==> src/rtl/uart_fifo_loop_ctrl.sv <==
// uart_fifo_loop_ctrl: sequences a UART/FIFO self-loop, filling FRAME_LEN received bytes then draining them to the transmitter.
module uart_fifo_loop_ctrl #(
  parameter int FRAME_LEN = 256,
  parameter int CNT_W     = 9,
  parameter int ARM_TMO   = 4
) (
  input  logic             sys_clk,
  input  logic             sys_rst,
  input  logic             start,
  input  logic             rx_done,
  input  logic [7:0]       rx_data,
  input  logic             fifo_full,
  input  logic             fifo_empty,
  input  logic [7:0]       fifo_dout,
  output logic             fifo_wr_en,
  output logic [7:0]       fifo_din,
  output logic             fifo_rd_en,
  output logic             tx_en,
  output logic [7:0]       tx_din,
  input  logic             tx_busy,
  output logic             busy,
  output logic             done,
  output logic [CNT_W-1:0] wr_cnt,
  output logic [CNT_W-1:0] rd_cnt,
  output logic             err_ovf,
  output logic             err_unf
);
  typedef enum logic [2:0] {IDLE, FILL, RD, LATCH, TX_GO, TX_ARM, TX_WAIT, DONE} state_t;
  localparam logic [CNT_W-1:0] LAST = CNT_W'(FRAME_LEN);
  localparam int TW = $clog2(ARM_TMO + 1);
  localparam logic [TW-1:0] TMO_LAST = TW'(ARM_TMO - 1);
  state_t           state_q;
  logic [TW-1:0]    tmr_q;
  logic [CNT_W-1:0] wr_cnt_q, rd_cnt_q;
  logic             wr_en_q, tx_en_q, done_q, ovf_q, unf_q;
  logic [7:0]       din_q, tx_din_q;
  logic             more_d;
  assign more_d     = rd_cnt_q < LAST;
  // Read strobe qualifies on the live empty flag so an underflow never pops.
  assign fifo_rd_en = (state_q == RD) && !fifo_empty;
  assign fifo_wr_en = wr_en_q;
  assign fifo_din   = din_q;
  assign tx_en      = tx_en_q;
  assign tx_din     = tx_din_q;
  assign busy       = (state_q != IDLE) && (state_q != DONE);
  assign done       = done_q;
  assign wr_cnt     = wr_cnt_q;
  assign rd_cnt     = rd_cnt_q;
  assign err_ovf    = ovf_q;
  assign err_unf    = unf_q;
  always_ff @(posedge sys_clk) begin
    if (sys_rst) begin
      state_q  <= IDLE;
      tmr_q    <= '0;
      wr_cnt_q <= '0;
      rd_cnt_q <= '0;
      wr_en_q  <= 1'b0;
      tx_en_q  <= 1'b0;
      done_q   <= 1'b0;
      ovf_q    <= 1'b0;
      unf_q    <= 1'b0;
      din_q    <= '0;
      tx_din_q <= '0;
    end else begin
      wr_en_q <= 1'b0;
      tx_en_q <= 1'b0;
      done_q  <= 1'b0;
      case (state_q)
        IDLE: if (start) begin
          wr_cnt_q <= '0;
          rd_cnt_q <= '0;
          ovf_q    <= 1'b0;
          unf_q    <= 1'b0;
          state_q  <= FILL;
        end
        // Leave FILL only once the last write is out so the strobes never overlap.
        FILL: if (wr_cnt_q == LAST) state_q <= RD;
          else if (rx_done && fifo_full) ovf_q <= 1'b1;
          else if (rx_done) begin
            wr_en_q  <= 1'b1;
            din_q    <= rx_data;
            wr_cnt_q <= wr_cnt_q + 1'b1;
          end
        RD: if (fifo_empty) begin
          unf_q   <= 1'b1;
          done_q  <= 1'b1;
          state_q <= DONE;
        end else state_q <= LATCH;
        LATCH: begin
          tx_din_q <= fifo_dout;
          tx_en_q  <= 1'b1;
          state_q  <= TX_GO;
        end
        TX_GO: begin
          rd_cnt_q <= more_d ? rd_cnt_q + 1'b1 : rd_cnt_q;
          tmr_q    <= '0;
          state_q  <= TX_ARM;
        end
        TX_ARM: if (tx_busy) state_q <= TX_WAIT;
          else if (tmr_q == TMO_LAST) begin
            done_q  <= !more_d;
            state_q <= more_d ? RD : DONE;
          end else tmr_q <= tmr_q + 1'b1;
        TX_WAIT: if (!tx_busy) begin
          done_q  <= !more_d;
          state_q <= more_d ? RD : DONE;
        end
        DONE: state_q <= IDLE;
        default: state_q <= IDLE;
      endcase
    end
  end
endmodule

==> config.mk <==
export PLATFORM = sky130hd
export DESIGN_NAME = uart_fifo_loop_ctrl
export DESIGN_NICKNAME = d
export VERILOG_FILES = /design/src/rtl/uart_fifo_loop_ctrl.sv
export SDC_FILE = /design/constraint.sdc
export NUM_CORES = 1
export LEC_CHECK = 0
export ABC_AREA = 0
export ABC_CLOCK_PERIOD_IN_PS = 3600
export CAP_MARGIN = 25
export CORE_UTILIZATION = 50
export DETAILED_ROUTE_END_ITERATION = 16
export PLACE_DENSITY = 0.93
export REMOVE_ABC_BUFFERS = 1
export SLEW_MARGIN = 20
export SYNTH_ARGS = -nofsm -noshare
export SYNTH_HDL_FRONTEND = slang
export SYNTH_SLANG_ARGS = --single-unit
==> constraint.sdc <==
create_clock -name sys_clk -period 3.6 [get_ports sys_clk]
set_clock_uncertainty 0.1 [all_clocks]
set_input_delay 0.72 -clock sys_clk [delete_from_list [all_inputs] [get_ports sys_clk]]
set_output_delay 0.72 -clock sys_clk [all_outputs]
set_load 0.02 [all_outputs]
======== After elaboration in Yosys (flattened, before gate mapping) ========
Cells that the tools add are included.
operators by class
  multipliers ............................. 0
  order comparisons ....................... 1
  mux-type cells .......................... 31
  eq/ne operators ......................... 22
  bitwise gates (word level) .............. 3
  $add $sub $neg .......................... 3
  divide/modulo/power cells ............... 0
  reductions and logical operators ........ 19
  shifts and indexed selects .............. 0
operators by type and width
  operator                                                          count
  9-bit two-way mux                                                 5
  9-bit one-hot mux with 2 select lines                             2
  3-bit two-way mux                                                 9
  3-bit one-hot mux with 8 select lines                             1
  2-bit inequality test (second input constant)                     11
  9-bit by 1-bit adder with 9-bit output (second input constant)    2
  3-bit == test (second input constant)                             4
  4-bit AND reduction                                               3
  1-bit two-way mux                                                 10
  3-bit by 2-bit == test with 1-bit output (second input constant)  3
  9-bit == test (second input constant)                             1
  9-bit less-than comparator (second input constant)                1
  3-bit AND reduction                                               3
  2-bit nonzero test                                                4
  3-bit inequality test (second input constant)                     2
  3-bit one-hot mux with 2 select lines                             1
  5-bit AND reduction                                               1
  1-bit one-hot mux with 2 select lines                             2
  4-bit OR reduction                                                1
  3-bit by 1-bit adder with 3-bit output (second input constant)    1
  3-bit by 1-bit == test with 1-bit output (second input constant)  1
  1-bit logical AND                                                 3
  3-bit zero test                                                   1
  1-bit inverter                                                    3
  other kinds (3)                                                   4
storage, ports and cells
  bits in registers ....................... 45
  memories ................................ 0
  output and inout port bits .............. 41
  bits in latches ......................... 0
  bits in writable memories ............... 0
  memory bits (read-only) ................. 0

======== Longest topological paths before layout ========
  depth after elaboration ................. 5
  depth in mapped cells ................... 7

======== Least setup slack after synthesis ========
OpenSTA, ideal clock, no wires.
  path kind ............................... input port to output port
  start ................................... input fifo_empty
  end ..................................... output fifo_rd_en
  stages .................................. 1
  path buffers ............................ 0
  path slack .............................. 1.321 ns
  arrival time ............................ 1.459 ns
  cell sequence ........................... nor4b_1
on the way
  cells in the longest elaborated chain, start to end .. 2
RTL lines
  what                line  source
  start: declaration  13    input logic fifo_empty,
  1-bit zero test     40    assign fifo_rd_en = (state_q == RD) && !fifo_empty;
  1-bit logical AND   40
  end: declaration    17    output logic fifo_rd_en,
No other way between the ends.

======== Worst setup path in the final report ========
Ends and elaborated chain as after synthesis.

==> summary.txt <==
Global routing
  • First-pass GRT wire length: about 7800 um
  • Total gr overflow: 0
  • Initial antenna violation count: 0
  • Vias in the first global route: around 1,700
  • Total GRT Usage: between 20% and 30%
  • Largest net degree at the start of global routing: 26

Floorplan
  • Die area: ~4500 sq um
  • Initial Util: 52.8%
  • Die span in x: 67.2 um
  • IO Count: 64
  • Core area: a little over 4000 sq um
  • DIE HEIGHT: just under 70 um
  • Rows: 23

CTS
  • Post-CTS setup buffer count: 0
  • Maximum clock insertion buffer count: 2
  • TritonCTS clock tree: yes
  • CTS Sinks: 45
  • Clock latency on the worst-skew pair: 0.29 ns
  • CTS root buffer: clkbuf_8
  • CTS Hold Buffers Added: 0
  • Htree depth: 2
  • Clock slew seen by the registers of the worst setup and hold paths: ~0.08 ns
  • Num CTS Buffers: 5
  • Cts repair resizes: 0

Setup path
  • CP dominant cell by count: clkdlybuf4s50_1
  • Worst Setup End Kind: primary output
  • CP max FO: 4
  • Crit start category: primary input
  • Crit-path slowest cell: clkdlybuf4s50_1
  • Crit-path cells: clkdlybuf4s50_1, nor4b_1, clkdlybuf4s50_1
  • Slowest cell delay on critical path: ~0.68 ns
  • Worst Path Arrival: 2.17 ns
  • Worst Path Required: roughly 2.8 ns
  • CP Class: in2out
  • Sum of buffers and inverters on the critical path: 2
  • CP delay by family, top: buffers and inverters

Route
  • Vias: 1,929
  • ANT nets after route: 0
  • Avg Vias per Cell: 5.58
  • # DRC: 0
  • Iter 0 DRT Violations: just over 100
  • Routed WL: approximately 4600 um
  • TritonRoute pass-1 iters: 4
  • WL/cell: about 13 um

Synthesis
  • Synth area leaders: dfxtp_1, mux2i_1, nor2_1
  • Synth warnings: 0
  • Yosys cell types: 42
  • Flops & latches, synth: 45
  • Cells after synthesis: ~240
  • Post-synth EDFFs: 0
  • Syn_area_per_cell: between 9 and 10 sq um
  • Async S/R FF share, synth: 0%
  • Synth area leader: dfxtp_1
  • Synth Flop Type: dfxtp_1
  • Mapped Area: between 2000 and 2500 sq um
  • Sequential fraction of the synthesis area: a little over two fifths
  • Synth top area share: 42.4%

Timing
  • Relative slew margins: roughly 58%
  • Fmax achieved: around 330 MHz
  • Hold Fails Final Rpt: 0
  • Setup tns final: 0 ns
  • Slew @ Worst Pin: 0.629 ns
  • Final Critical Period: about 3 ns
  • Final worst-path cycle share: between 80 and 90%
  • Setup violators final: 0
  • Slew Limit Fails: 0
  • RSZ-0062 raised after global routing: no

Power
  • Gate power share: 24.4%
  • Lkg Pwr: 0.999 nW
  • P per Cell Area: 402 nW/um^2
  • Reg power frac: 49.4%
  • Int Power: slightly below 0.8 mW
  • Clk pwr share: between 20% and 30%
  • Total power: around 1.1 mW
  • Peak VDD IR: 281 uV
  • Switching Fraction: 31.1%
  • NetSw: 0.357 mW

Layout
  • Number of fill cells in the layout: about 330
  • Nets: about 320
  • Most common cell after layout, fill and taps aside: clkdlybuf4s50_1
  • Layout area overhead: 34.1%
  • Share of cells above drive strength 1: just over 5%
  • Non-filler cells, final: 346
  • Antenna Diode Count: 0
  • Most frequent cells in the layout: clkdlybuf4s50_1, dfxtp_1, nor2_1

Placed design
  • Final GP Congestion: roughly 0.87
  • IO Port Bufs: 63
  • Cells after DPL: between 300 and 400
  • Post-DP HPWL: about 3400 um

Job
  • Number of max-cap violations: 0

Status
  • Status: finished clean

Min path
  • Hold Path Class: reg2reg
-- worst reg2reg max path, delay by kind of cell (launching register included) --
| family | cells | cell delay (ns) |
|---|---|---|
| simple gates | 2 | 0.53 |
| buf+inv | 1 | 0.35 |
| compound gates | 1 | 0.51 |
| mux | 1 | 0.22 |
| flops | 1 | 0.66 |
-- registers in the layout, indices dropped and copies added (netlist names) --
register,count
rd_cnt,9
wr_cnt,9
fifo_din,8
tx_din,8
state_q,3
tmr_q,3
done,1
err_ovf,1
err_unf,1
fifo_wr_en,1
tx_en,1
-- final cells by class --
class                   instances  area, sq um  share of cell area (%)
multi-input cells             167         1120                    39.2
flip-flops and latches         45          901                    31.6
repair buffers                 65          646                    22.6
clock buffers                   6         72.6                    2.54
well taps                      50         62.6                    2.19
inverters                      11         41.3                    1.45
clock inverters                 2         10.0                   0.351
-- synthesized netlist by cell type (2+ instances only) --
cell type / n
a311oi_1: 6
buf_4: 2
nor2b_1: 4
nand3_1: 5
or4_1: 5
clkbuf_1: 8
nand2_1: 12
o21ai_0: 6
or2_2: 2
or3_1: 3
o211ai_1: 2
nor3b_1: 3
nor4_1: 2
o31ai_1: 5
nor3_1: 5
mux2i_1: 22
inv_1: 11
nand3b_1: 4
nor2_1: 34
a41oi_1: 3
buf_2: 2
nor4b_1: 3
a31oi_1: 2
nand2b_1: 6
dfxtp_1: 45
ha_1: 5
a21oi_1: 14
-- power groups by stage --
stage	combinational, mW	sequential [mW]	clock (mW)
global placement	0.272	0.576	0
detailed placement	0.279	0.577	0
CTS	0.280	0.566	0.305
floorplan	0.153	0.586	0
finish	0.280	0.567	0.301
global route	0.307	0.573	0.325
-- final timing paths --
path,startpoint,end,slack (ns),cells past startpoint
max,fifo_empty,fifo_rd_en,0.61,3
min reg2reg,fifo_din[1],fifo_din[1],0.40,2
min,fifo_din[1],fifo_din[1],0.40,2
max reg2reg,state_q[0],fifo_din[2],1.12,5
-- routing by layer --
metal	global-route usage, %	part of all wire, %	vias up
met5	0	0	-
met4	3.46	0.43	0
met3	6.42	5.8	5
met2	38.9	49	61
met1	27.3	45	891
li1	-	-	972
-- logic make-up (layout without fill, tap and decap cells) --
group / Yosys count / after routing / share of synthesized area, %
simple gates: 91 / 91 / 22.5
xor+xnor: 1 / 1 / 0.412
buf+inv: 24 / 84 / 5.06
mux: 22 / 22 / 10.4
compound gates: 47 / 47 / 15.9
fa+ha+maj: 6 / 6 / 3.41
flops: 45 / 45 / 42.4
-- through the flow --
stage	util (%)	area [sq um]	hold slack, ns	worst slack [ns]
final	70.8	2850	0.400	0.607
after global routing	70.8	2850	0.435	0.531
after CTS	70.8	2850	0.404	0.594
after detailed placement	68.7	2770	0.380	0.617
after global placement	68.7	2770	0.373	0.655
after floorplan	-	2060	0.360	1.04
No activity file was read; power rests on OpenSTA's default activity.
